<file path="src/rtl/word_assembler_pkg.sv">
// Shared widths and helpers for the SHA-256 word assembler.
package word_assembler_pkg;

  // Message length field width (bytes); length in bits must fit one 32-bit word.
  localparam int PROCB_TOTAL_MSB = 28;
  // Block operation tag width.
  localparam int BLK_OP_MSB      = 1;
  // Words per 64-byte SHA-256 block.
  localparam int WORDS_PER_BLK   = 16;

  // Index of the highest set bit (0 for an argument of 0 or 1).
  function automatic int msb_of(input int value);
    int r;
    r = 0;
    for (int i = 0; i < 32; i++) begin
      if (value[i]) r = i;
    end
    return r;
  endfunction

  // Reverse byte order of a 32-bit word.
  function automatic logic [31:0] byte_swap32(input logic [31:0] w);
    return {w[7:0], w[15:8], w[23:16], w[31:24]};
  endfunction

endpackage

</file>
<file path="src/rtl/word_assembler_byte_select.sv">
// Extracts up to four bytes from one dataset, lowest byte position first,
// with unused byte lanes forced to zero.
module word_assembler_byte_select
  import word_assembler_pkg::*;
(
  input  logic [31:0]              in_data,
  input  logic [2:0]               in_len,
  input  logic [1:0]               in_off,
  input  logic                     in_add0x80pad,
  input  logic                     in_add0pad,
  input  logic                     in_add_total,
  input  logic [PROCB_TOTAL_MSB:0] in_total,
  output logic [31:0]              sel_bytes,
  output logic [2:0]               sel_cnt,
  output logic                     sel_err
);

  logic                       len_ok;
  logic [3:0]                 off_end;
  logic [31:0]                len_mask;
  logic [63:0]                data_dbl;
  logic [31:0]                data_rot;
  logic [PROCB_TOTAL_MSB+3:0] bit_len;

  // Choose the byte source; the data path rotates so in_off lands in lane 0,
  // which gives the modulo-4 wrap for free on offset overruns.
  always_comb begin
    len_ok    = (in_len >= 3'd1) && (in_len <= 3'd4);
    off_end   = {2'b00, in_off} + {1'b0, in_len};
    data_dbl  = {in_data, in_data} >> {in_off, 3'b000};
    data_rot  = data_dbl[31:0];
    bit_len   = {in_total, 3'b000};
    case (in_len)
      3'd1:    len_mask = 32'h0000_00FF;
      3'd2:    len_mask = 32'h0000_FFFF;
      3'd3:    len_mask = 32'h00FF_FFFF;
      3'd4:    len_mask = 32'hFFFF_FFFF;
      default: len_mask = 32'h0000_0000;
    endcase

    sel_bytes = 32'h0;
    sel_cnt   = 3'd0;
    sel_err   = 1'b0;
    if (in_add_total) begin
      sel_bytes = byte_swap32(bit_len);
      sel_cnt   = 3'd4;
    end else if (in_add0x80pad) begin
      if (len_ok) begin
        sel_bytes = 32'h0000_0080;
        sel_cnt   = in_len;
      end else begin
        sel_err = 1'b1;
      end
    end else if (in_add0pad) begin
      if (len_ok) begin
        sel_cnt = in_len;
      end else begin
        sel_err = 1'b1;
      end
    end else begin
      if (len_ok) begin
        sel_bytes = data_rot & len_mask;
        sel_cnt   = in_len;
        sel_err   = (off_end > 4'd4);
      end else begin
        sel_err = 1'b1;
      end
    end
  end

endmodule

</file>
<file path="src/rtl/word_assembler.sv">
// Packs variable-length byte datasets into big-endian 32-bit SHA-256 message
// words, numbering them within 64-byte blocks.
//
// state     | meaning
// ----------+-----------------------------------------------------------
// WAIT_BLK  | no bytes of the current block seen; next dataset opens it
// FILL      | block open, accumulating bytes until word 15 is emitted
module word_assembler
  import word_assembler_pkg::*;
#(
  parameter int N_THREADS     = 6,
  parameter int N_THREADS_MSB = msb_of(N_THREADS - 1)
) (
  input  logic                     CLK,
  input  logic                     RST,
  input  logic                     in_en,
  input  logic [31:0]              in_data,
  input  logic [2:0]               in_len,
  input  logic [1:0]               in_off,
  input  logic                     in_add0x80pad,
  input  logic                     in_add0pad,
  input  logic                     in_add_total,
  input  logic [PROCB_TOTAL_MSB:0] in_total,
  input  logic                     in_blk_end,
  input  logic [N_THREADS_MSB:0]   in_thread_num,
  input  logic [BLK_OP_MSB:0]      in_blk_op,
  output logic                     out_wr_en,
  output logic [31:0]              out_data,
  output logic [3:0]               out_word_num,
  output logic                     out_blk_end,
  output logic [N_THREADS_MSB:0]   out_thread_num,
  output logic [BLK_OP_MSB:0]      out_blk_op,
  output logic                     err
);

  typedef enum logic {
    ST_WAIT_BLK = 1'b0,
    ST_FILL     = 1'b1
  } state_e;

  state_e                 state_q, state_d;
  logic [23:0]            buf_q, buf_d;
  logic [2:0]             byte_cnt_q, byte_cnt_d;
  logic [3:0]             word_cnt_q, word_cnt_d;
  logic                   err_q, err_d;
  logic [N_THREADS_MSB:0] thr_q, thr_d;
  logic [BLK_OP_MSB:0]    op_q, op_d;

  logic                   wr_q;
  logic [31:0]            data_q;
  logic [3:0]             num_q;
  logic                   end_q;
  logic [N_THREADS_MSB:0] othr_q;
  logic [BLK_OP_MSB:0]    oop_q;

  logic [31:0]            sel_bytes;
  logic [2:0]             sel_cnt;
  logic                   sel_err;
  logic [31:0]            new_bytes;
  logic [2:0]             new_cnt;
  logic [55:0]            comb_flat;
  logic [2:0]             comb_cnt;

  logic                   emit;
  logic                   emit_end;
  logic [31:0]            emit_data;
  logic [N_THREADS_MSB:0] emit_thr;
  logic [BLK_OP_MSB:0]    emit_op;
  logic                   last_word;
  logic                   blk_end_ok;

  word_assembler_byte_select u_byte_select (
    .in_data       (in_data),
    .in_len        (in_len),
    .in_off        (in_off),
    .in_add0x80pad (in_add0x80pad),
    .in_add0pad    (in_add0pad),
    .in_add_total  (in_add_total),
    .in_total      (in_total),
    .sel_bytes     (sel_bytes),
    .sel_cnt       (sel_cnt),
    .sel_err       (sel_err)
  );

  // Append the new bytes behind the held ones; this 7-byte view is the holding
  // buffer, of which at most three bytes survive into the next cycle.
  always_comb begin
    new_bytes = in_en ? sel_bytes : 32'h0;
    new_cnt   = in_en ? sel_cnt : 3'd0;
    comb_flat = ({24'h0, new_bytes} << {byte_cnt_q, 3'b000}) | {32'h0, buf_q};
    comb_cnt  = byte_cnt_q + new_cnt;
  end

  // Block FSM, word emission, counters and protocol error detection.
  always_comb begin
    state_d    = state_q;
    buf_d      = buf_q;
    byte_cnt_d = byte_cnt_q;
    word_cnt_d = word_cnt_q;
    err_d      = err_q;
    thr_d      = thr_q;
    op_d       = op_q;
    emit       = 1'b0;
    emit_end   = 1'b0;
    emit_data  = byte_swap32(comb_flat[31:0]);
    emit_thr   = thr_q;
    emit_op    = op_q;
    last_word  = (word_cnt_q == 4'd15);
    blk_end_ok = last_word && (comb_cnt >= 3'd4);

    if (in_en) begin
      if (state_q == ST_WAIT_BLK) begin
        thr_d    = in_thread_num;
        op_d     = in_blk_op;
        emit_thr = in_thread_num;
        emit_op  = in_blk_op;
        state_d  = ST_FILL;
      end
      if (sel_err) err_d = 1'b1;

      if (in_blk_end && !blk_end_ok) begin
        // Misplaced block end: drop the partial block and resynchronise.
        err_d      = 1'b1;
        buf_d      = 24'h0;
        byte_cnt_d = 3'd0;
        word_cnt_d = 4'd0;
        state_d    = ST_WAIT_BLK;
      end else if (comb_cnt >= 3'd4) begin
        emit       = 1'b1;
        word_cnt_d = word_cnt_q + 4'd1;
        if (last_word) begin
          // Anything past byte 64 belongs to no block and is discarded.
          if (comb_cnt > 3'd4) err_d = 1'b1;
          emit_end   = 1'b1;
          buf_d      = 24'h0;
          byte_cnt_d = 3'd0;
          state_d    = ST_WAIT_BLK;
        end else begin
          buf_d      = comb_flat[55:32];
          byte_cnt_d = comb_cnt - 3'd4;
        end
      end else begin
        buf_d      = comb_flat[23:0];
        byte_cnt_d = comb_cnt;
      end
    end
  end

  // State, buffer, counters and latched block attributes.
  always_ff @(posedge CLK or posedge RST) begin
    if (RST) begin
      state_q    <= ST_WAIT_BLK;
      buf_q      <= 24'h0;
      byte_cnt_q <= 3'd0;
      word_cnt_q <= 4'd0;
      err_q      <= 1'b0;
      thr_q      <= '0;
      op_q       <= '0;
    end else begin
      state_q    <= state_d;
      buf_q      <= buf_d;
      byte_cnt_q <= byte_cnt_d;
      word_cnt_q <= word_cnt_d;
      err_q      <= err_d;
      thr_q      <= thr_d;
      op_q       <= op_d;
    end
  end

  // Registered output word; data and attributes hold between pulses.
  always_ff @(posedge CLK or posedge RST) begin
    if (RST) begin
      wr_q   <= 1'b0;
      data_q <= 32'h0;
      num_q  <= 4'd0;
      end_q  <= 1'b0;
      othr_q <= '0;
      oop_q  <= '0;
    end else begin
      wr_q  <= emit;
      end_q <= emit_end;
      if (emit) begin
        data_q <= emit_data;
        num_q  <= word_cnt_q;
        othr_q <= emit_thr;
        oop_q  <= emit_op;
      end
    end
  end

  assign out_wr_en      = wr_q;
  assign out_data       = data_q;
  assign out_word_num   = num_q;
  assign out_blk_end    = end_q;
  assign out_thread_num = othr_q;
  assign out_blk_op     = oop_q;
  assign err            = err_q;

endmodule

</file>
<file path="config.mk">
export PLATFORM = sky130hd
export DESIGN_NAME = word_assembler
export DESIGN_NICKNAME = d
export VERILOG_FILES = /design/src/rtl/word_assembler_pkg.sv /design/src/rtl/word_assembler_byte_select.sv /design/src/rtl/word_assembler.sv
export SDC_FILE = /design/constraint.sdc
export NUM_CORES = 1
export LEC_CHECK = 0
export CORE_ASPECT_RATIO = 1.5
export CORE_MARGIN = 4
export CORE_UTILIZATION = 32
export DETAILED_ROUTE_END_ITERATION = 8
export MAX_ROUTING_LAYER = met4
export PLACE_DENSITY = 0.55
export SKIP_LAST_GASP = 1
export SYNTH_ARGS = -nofsm -noshare
export SYNTH_HDL_FRONTEND = slang
export SYNTH_HIERARCHICAL = 1
export SYNTH_SLANG_ARGS = --single-unit
</file>
<file path="constraint.sdc">
create_clock -name CLK -period 8.3 [get_ports CLK]
set_input_delay 1.66 -clock CLK [delete_from_list [all_inputs] [get_ports CLK]]
set_output_delay 1.66 -clock CLK [all_outputs]
set_load 0.05 [all_outputs]
</file>
==> tab_implementation.tex, run 1 <==
\begin{tabular}{lr}
\hline
Metric & Value \\
\hline
\multicolumn{2}{l}{\textbf{Placed design}} \\
Weighted congestion at the end of routability-driven global placement & 0.949 \\
Estimated wirelength of the detail-placed design & between 10000 and 15000 um \\
Buffers on Ports & approximately 120 \\
Placed instance count & approximately 990 \\
\multicolumn{2}{l}{\textbf{Timing}} \\
Min cycle time layout & roughly 5.2 ns \\
Unrepaired setup endpoints after global routing & no \\
Number of hold violations in the final report & 0 \\
Number of setup violations in the final report & 0 \\
Final total negative setup slack & 0 ns \\
Maximum achievable frequency & between 150 and 200 MHz \\
Least-Margin Pin Slew & about 1.2 ns \\
Number of max-slew violations in the final report & 0 \\
Max Clock Skew & 0.00825 ns \\
Share of the clock period used by the worst path after layout & 62.7\% \\
Worst slew margin relative to its limit & a little under a quarter \\
Worst hold slack & approximately 0.47 ns \\
\multicolumn{2}{l}{\textbf{Detailed routing}} \\
Remaining routing DRC violations & 0 \\
Violation count after the first detailed-route iteration & between 400 and 500 \\
Total iterations of the first detailed-routing run & 5 \\
Total wire length & between 15000 and 20000 um \\
Average via count per standard cell & $\sim$5.3 \\
Vias after detailed routing & about 5400 \\
WL/cell & between 15 and 20 um \\
Number of nets still failing antenna checks after routing & 0 \\
\multicolumn{2}{l}{\textbf{GRT}} \\
Maximum number of pins on one net before global-route repair & 82 \\
Antenna violations before repair & 0 \\
Wire length of the first global-routing pass & between 30000 and 40000 um \\
Global routing usage summed across all routing layers & a little under a fifth \\
Vias in the first global route & 5488 \\
Total overflow reported by the global router & 0 \\
\multicolumn{2}{l}{\textbf{Power}} \\
Worst-case vdd ir drop & 0.000100 V \\
Pwr/cell area & 177 nW/um2 \\
Leakage & roughly 3.0 nW \\
\multicolumn{2}{l}{\textbf{Logic synthesis}} \\
Syn\_nets & 737 \\
Post-synthesis cell type count & 64 \\
Top-count cell post-synth & nand2\_1 \\
Count of mapped cells out of synthesis & about 650 \\
Commonest cells in the synthesized netlist & 96 x nand2\_1, 81 x dfrtp\_1, 71 x a21oi\_1, 63 x nor2\_1, 46 x o21ai\_0 \\
Synthesized area & approximately 6100 um2 \\
Yosys Warn Count & 6 \\
Top cells by area, synth & dfrtp\_1 33\%, mux4\_2 12\%, nand2\_1 5.9\% \\
Number of flops mapped to enable cells by yosys & 0 \\
Top-area cell type share of the netlist area & 33.5\% \\
Most used flip-flop cell after synthesis & dfrtp\_1 \\
Proportion of register bits with asynchronous set or reset after synthesis & 100\% \\
Proportion of synthesized chip area in sequential cells & around a third \\
Seq cells post-synth & around 80 \\
Largest area contributor in the netlist & dfrtp\_1 \\
Synthesized area divided by synthesized cell count & between 9 and 10 um2 \\
\multicolumn{2}{l}{\textbf{Floorplan}} \\
Number of placed I/O pins & 122 \\
Die Span Y & about 180 um \\
Floorplan die width & approximately 120 um \\
Initial Util & 32.7\% \\
Core Footprint & 18500 um2 \\
Rows & between 60 and 70 \\
DIE AREA & about 21000 um2 \\
\multicolumn{2}{l}{\textbf{Setup path}} \\
Nature of the critical path endpoint & register \\
CP max FO & 34 \\
Crit path kind & input pin to register \\
Data required time of the worst path & 8.49 ns \\
Worst setup SP type & input pin \\
Crit path DAT & between 5 and 6 ns \\
\multicolumn{2}{l}{\textbf{CTS}} \\
Number of buffers on the longest clock path & 2 \\
Sink Count & 81 \\
Number of instances resized during post-cts repair & 0 \\
Post-CTS clock slew at the launch and capture registers of the worst setup and hold paths & around 0.060 ns \\
Clock insertion delay at the later pin of the skew report & around 0.34 ns \\
Clk Tree Root Cell & clkbuf\_16 \\
CTS H-tree depth & 3 \\
Hold buffers post-CTS & 0 \\
Num CTS Buffers & 9 \\
Clock tree from TritonCTS & built \\
Buffers inserted by post-CTS timing repair & 0 \\
\multicolumn{2}{l}{\textbf{Finish}} \\
Fraction of layout cells with a size suffix above 1 & 14.9\% \\
Area used by sequential logic in the layout & between 2000 and 2500 um2 \\
Number of cells in the finished layout apart from fillers & approximately 1000 \\
Util after Layout & a little over 40\% \\
Number of nets in the finished design & approximately 830 \\
Filler cell count in the final layout & approximately 1800 \\
Area used by multi-input combinational logic & approximately 3700 um2 \\
Count of antenna diodes in the layout & 0 \\
Synth-to-Final Area Change & 26.5\% \\
\multicolumn{2}{l}{\textbf{Run status}} \\
Run status & complete, no violations \\
\multicolumn{2}{l}{\textbf{Run}} \\
Max capacitance violation total & 0 \\
\multicolumn{2}{l}{\textbf{Worst hold path}} \\
HP Class & register to register \\
\hline
\end{tabular}
worst paths after layout:
path	slack [ns]	from	to	cells after the start
max	3.09	in_add_total	buf_q[8]$_DFFE_PP0P_	12
min	0.47	out_word_num[3]$_DFFE_PP0P_	out_word_num[3]$_DFFE_PP0P_	2
max reg2reg	4.11	byte_cnt_q[1]$_DFFE_PP0P_	buf_q[8]$_DFFE_PP0P_	8
min reg2reg	0.47	out_word_num[3]$_DFFE_PP0P_	out_word_num[3]$_DFFE_PP0P_	2
max in group asynchronous	5.64	RST	buf_q[8]$_DFFE_PP0P_	3
min in group asynchronous	1.95	RST	out_wr_en$_DFF_PP0_	3
critical path, cell delays in order:
cell and delay, ns:
clkdlybuf4s50_1 0.39, buf_4 0.24, nor3b_1 0.25, and2_1 0.16
ha_1 0.13, inv_1 0.05, fa_1 0.47, xnor2_4 0.21
xor2_1 0.92, o21ai_1 0.29, nor2_1 0.46, o22ai_1 0.15
metrics by stage:
| stage | power (mW) | setup slack, ns | instance area (um2) |
|---|---|---|---|
| detailed placement | 0.954 | 2.80 | 7350 |
| floorplan | 0.785 | 3.75 | 6060 |
| global placement | 0.946 | 2.98 | 7350 |
| finish | 1.36 | 3.09 | 7660 |
| global route | 1.42 | 2.90 | 7660 |
| CTS | 1.37 | 3.15 | 7660 |
flip-flops by register name, summed over array words and instances (netlist names):
signal	flops
op_q	2
out_blk_op	2
err	1
out_thread_num	3
out_wr_en	1
thr_q	3
word_cnt_q	4
byte_cnt_q	3
out_data	32
out_word_num	4
state_q	1
out_blk_end	1
buf_q	24
placed cells by master, fill, tap and decap left out, types with 5 or more instances in the layout:
cell type and instances:
mux4_2 31, clkdlybuf4s50_1 120, o41ai_2 8, mux2i_1 8
dfrtp_1 81, nor2_1 63, nand2_1 96, nor3_1 15
nor2b_1 7, a22o_1 29, clkinv_1 9, buf_4 9
mux2_2 28, and2_1 5, a221o_1 6, o22ai_1 25
clkbuf_16 9, a21oi_1 71, o21ai_1 10, o21ai_0 46
final cells by class:
type                    count  share of cell area [%]
multi-input cells         507                    48.0
inverters                  16                   0.800
clock buffers               9                    2.94
flip-flops and latches     81                    26.5
well taps                 252                    4.12
repair buffers            130                    16.6
clock inverters             7                    1.09
logic make-up after synthesis:
group	Yosys count	share of synthesized area (%)
AO/OA/AOI/OAI	217	23.5
XOR/XNOR	4	1.26
adder cells (fa/ha/maj)	6	1.49
buffers and inverters	65	5.89
flip-flops	81	33.5
multiplexers	69	18.4
AND/OR/NAND/NOR	211	15.9
power breakdown:
| group | leakage [nW] | internal, mW | switching [mW] |
|---|---|---|---|
| combinational | 1.77 | 0.182 | 0.289 |
| sequential | 1.06 | 0.444 | 0.0278 |
| clock | 0.149 | 0.239 | 0.174 |
layer usage:
| layer | vias to the layer above | GRT usage [%] | share of wire [%] |
|---|---|---|---|
| met4 | 0 | 6.57 | 2.5 |
| met3 | 21 | 2.15 | 4.3 |
| li1 | 2598 | - | - |
| met5 | - | - | 0 |
| met1 | 2587 | 23.9 | 43 |
| met2 | 154 | 30.0 | 50 |
(Power assumes the default switching activity.)
==> run 2, diff against run 1 <==
- clock period: 8.3 -> 5.2 ns (I/O delays scaled with it)
==> run 2 against run 1 <==
Net effect:
- sequential share of layout area shrank 0.099 points
- wire length rose by 1.3%
- sequential power rose by 60%
- core utilization is 0.16 points higher
- sequential cell count unchanged
- global-route usage up 0.080 points
- first-iteration DRC count decreased by 12%
- worst setup slack lost 1.8 ns
- total power is 60% higher
- worst hold slack gained 0.0042 ns
- critical path depth down 1
- final cell count up 0.40%
- critical path type unchanged
- critical endpoint is now word_cnt_q[1]$_DFFE_PP0P_
- highest routed layer unchanged
==> tab_implementation.tex, run 2 (synthesized netlist as in run 1, its figures left out) <==
\begin{tabular}{lr}
\hline
Metric & Value \\
\hline
\multicolumn{2}{l}{\textbf{Setup path}} \\
Cell-by-cell listing of the critical path & clkdlybuf4s50\_1 -> nor3b\_1 -> and2\_1 -> ha\_1 -> inv\_1 -> fa\_1 -> xnor3\_2 -> and2\_4 -> nand2\_4 -> inv\_2 -> a22o\_1 \\
Crit path DAT & 4.09 ns (-1.31 ns) \\
Delay contributed by the slowest stage of the critical path & 0.56 ns (-0.36 ns) \\
Nature of the critical path endpoint & register \\
Crit path kind & input pin to register \\
CP max FO & 35 (+2.9\%) \\
Crit-path slowest cell & clkdlybuf4s50\_1 \\
Family of cells with the greatest summed delay on the critical path & simple AND/OR/NAND/NOR gates \\
Critical path buffer and inverter count & 3 (unchanged) \\
Worst setup SP type & input pin \\
Data required time of the worst path & 5.43 ns (-3.06 ns) \\
\multicolumn{2}{l}{\textbf{Timing}} \\
Least-Margin Pin Slew & 1.28 ns (+0.125 ns) \\
Max Clock Skew & 0.00795 ns (-0.000303 ns) \\
Min cycle time layout & approximately 3.9 ns \\
Unrepaired setup endpoints after global routing & no \\
Worst hold slack & 0.478 ns (+0.00422 ns) \\
Worst slew margin relative to its limit & 14.5\% (-8.3 points) \\
Maximum achievable frequency & 259 MHz \\
Number of hold violations in the final report & 0 (unchanged) \\
Final total negative setup slack & 0 ns (unchanged) \\
Share of the clock period used by the worst path after layout & 74.3\% \\
Number of setup violations in the final report & 0 (unchanged) \\
Number of max-slew violations in the final report & 0 (unchanged) \\
\multicolumn{2}{l}{\textbf{Placed design}} \\
Placed instance count & 990 (+0.41\%) \\
Estimated wirelength of the detail-placed design & 15100 um (+2.5\%) \\
Buffers on Ports & 121 (unchanged) \\
Weighted congestion at the end of routability-driven global placement & 0.897 (-5.4\%) \\
Cell area reported after detailed placement & 7380 um2 (+0.41\%) \\
\multicolumn{2}{l}{\textbf{CTS}} \\
Clk Tree Root Cell & clkbuf\_16 \\
Post-CTS clock slew at the launch and capture registers of the worst setup and hold paths & 0.07 ns (about the same) \\
Number of buffers on the longest clock path & 2 (unchanged) \\
Buffers inserted by post-CTS timing repair & 0 (unchanged) \\
Clock insertion delay at the later pin of the skew report & 0.34 ns (about the same) \\
Sink Count & 81 (unchanged) \\
Number of instances resized during post-cts repair & 0 (unchanged) \\
Clock tree from TritonCTS & built \\
Num CTS Buffers & 9 (unchanged) \\
Hold buffers post-CTS & 0 (unchanged) \\
CTS H-tree depth & 3 (unchanged) \\
\multicolumn{2}{l}{\textbf{Finish}} \\
Leading cell type in the layout, fill and taps excluded & clkdlybuf4s50\_1 \\
Most frequent cells in the layout & 120 x clkdlybuf4s50\_1, 96 x nand2\_1, 81 x dfrtp\_1 \\
Number of nets in the finished design & 833 (+0.48\%) \\
Fraction of layout cells with a size suffix above 1 & 15.4\% (+0.45 points) \\
Count of antenna diodes in the layout & 0 (unchanged) \\
Final design instance area without fill & 7690 um2 (+0.38\%) \\
Number of cells in the finished layout apart from fillers & 1006 (+0.40\%) \\
Synth-to-Final Area Change & 26.9\% \\
Number of flip-flops in the largest register & 32 (unchanged) \\
\multicolumn{2}{l}{\textbf{Floorplan}} \\
Core Footprint & 18500 um2 (unchanged) \\
Initial Util & 32.7\% (unchanged) \\
Number of placed I/O pins & 122 (unchanged) \\
Floorplan die width & 120 um (unchanged) \\
DIE AREA & 21200 um2 (unchanged) \\
Die Span Y & 177 um (unchanged) \\
Rows & 61 (unchanged) \\
\multicolumn{2}{l}{\textbf{Detailed routing}} \\
Met1 Wirelength & 7930 um (-3.0\%) \\
Average via count per standard cell & 5.56 (+3.9\%) \\
Total iterations of the first detailed-routing run & 7 (+2) \\
Number of nets still failing antenna checks after routing & 0 (unchanged) \\
WL/cell & 19.0 um (+0.94\%) \\
Top metal layer carrying routed signals & met4 \\
Vias after detailed routing & 5592 (+4.3\%) \\
Sum of met3 wire segment lengths after detailed routing & 896 um (+11\%) \\
Total wire length & 19100 um (+1.3\%) \\
Detail Route met2 WL & 9970 um (+5.8\%) \\
Remaining routing DRC violations & 0 (unchanged) \\
Violation count after the first detailed-route iteration & 391 (-12\%) \\
\multicolumn{2}{l}{\textbf{GRT}} \\
Antenna violations before repair & 0 (unchanged) \\
Maximum number of pins on one net before global-route repair & 58 (-29\%) \\
Vias in the first global route & 5758 (+4.9\%) \\
Total overflow reported by the global router & 0 (unchanged) \\
Wire length of the first global-routing pass & 30900 um (+1.9\%) \\
Global routing usage summed across all routing layers & 18.5\% (+0.080 points) \\
\multicolumn{2}{l}{\textbf{Worst hold path}} \\
HP Class & register to register \\
\multicolumn{2}{l}{\textbf{Power}} \\
Post-layout power & 2.17 mW (+60\%) \\
Worst-case vdd ir drop & 0.000147 V (+46\%) \\
Leakage & 2.99 nW (+0.42\%) \\
Pwr/cell area & 283 nW/um2 (+60\%) \\
\multicolumn{2}{l}{\textbf{Run}} \\
Max capacitance violation total & 0 (unchanged) \\
\multicolumn{2}{l}{\textbf{Run status}} \\
Run status & complete, no violations \\
\hline
\end{tabular}
## run 2: per-layer routing
layer  vias up  global-route usage (%)
li1       2613                       -
met1      2717                    22.6
met2       239                    32.7
met3        23                    2.24
met4         0                    4.49
met5         -                       -
## run 2: area by class of cell
| class | count | area [um2] |
|---|---|---|
| Multi-Input combinational cell | 507 | 3670 |
| Timing Repair Buffer | 134 | 1300 |
| Clock buffer | 9 | 225 |
| Fill cell | 1876 | 10900 |
| Sequential cell | 81 | 2030 |
| Clock inverter | 7 | 82.6 |
| Tap cell | 252 | 315 |
| Inverter | 16 | 61.3 |
## run 2: tightest hold or removal path, stage by stage (launching register included)
cell	delay [ns]
dfrtp_1	0.34
nand2_1	0.05
o21ai_0	0.06
## run 2: through the flow
stage               setup slack [ns]  utilization [%]
finish                          1.34             41.5
global route                    1.11             41.5
CTS                             1.34             41.5
detailed placement             0.977             39.8
global placement                1.06             39.8
floorplan                       1.27                -
## run 2: worst paths after layout
path | start | endpoint | slack [ns] | cells past startpoint
worst max-delay path | in_len[0] | word_cnt_q[1]$_DFFE_PP0P_ | 1.34 | 11
worst min-delay path | out_data[28]$_DFFE_PP0P_ | out_data[28]$_DFFE_PP0P_ | 0.48 | 2
worst max register to register | byte_cnt_q[2]$_DFFE_PP0P_ | buf_q[10]$_DFFE_PP0P_ | 2.32 | 5
worst min register to register | out_data[28]$_DFFE_PP0P_ | out_data[28]$_DFFE_PP0P_ | 0.48 | 2
max in group asynchronous | RST | buf_q[3]$_DFFE_PP0P_ | 3.10 | 3
min in group asynchronous | RST | out_wr_en$_DFF_PP0_ | 1.21 | 2
## run 2: report_power, final
group / switching [mW] / internal (mW) / total [mW] / leakage [nW]
Combinational: 0.464 / 0.294 / 0.758 / 1.79
Clock: 0.281 / 0.381 / 0.662 / 0.145
Sequential: 0.0450 / 0.709 / 0.754 / 1.06
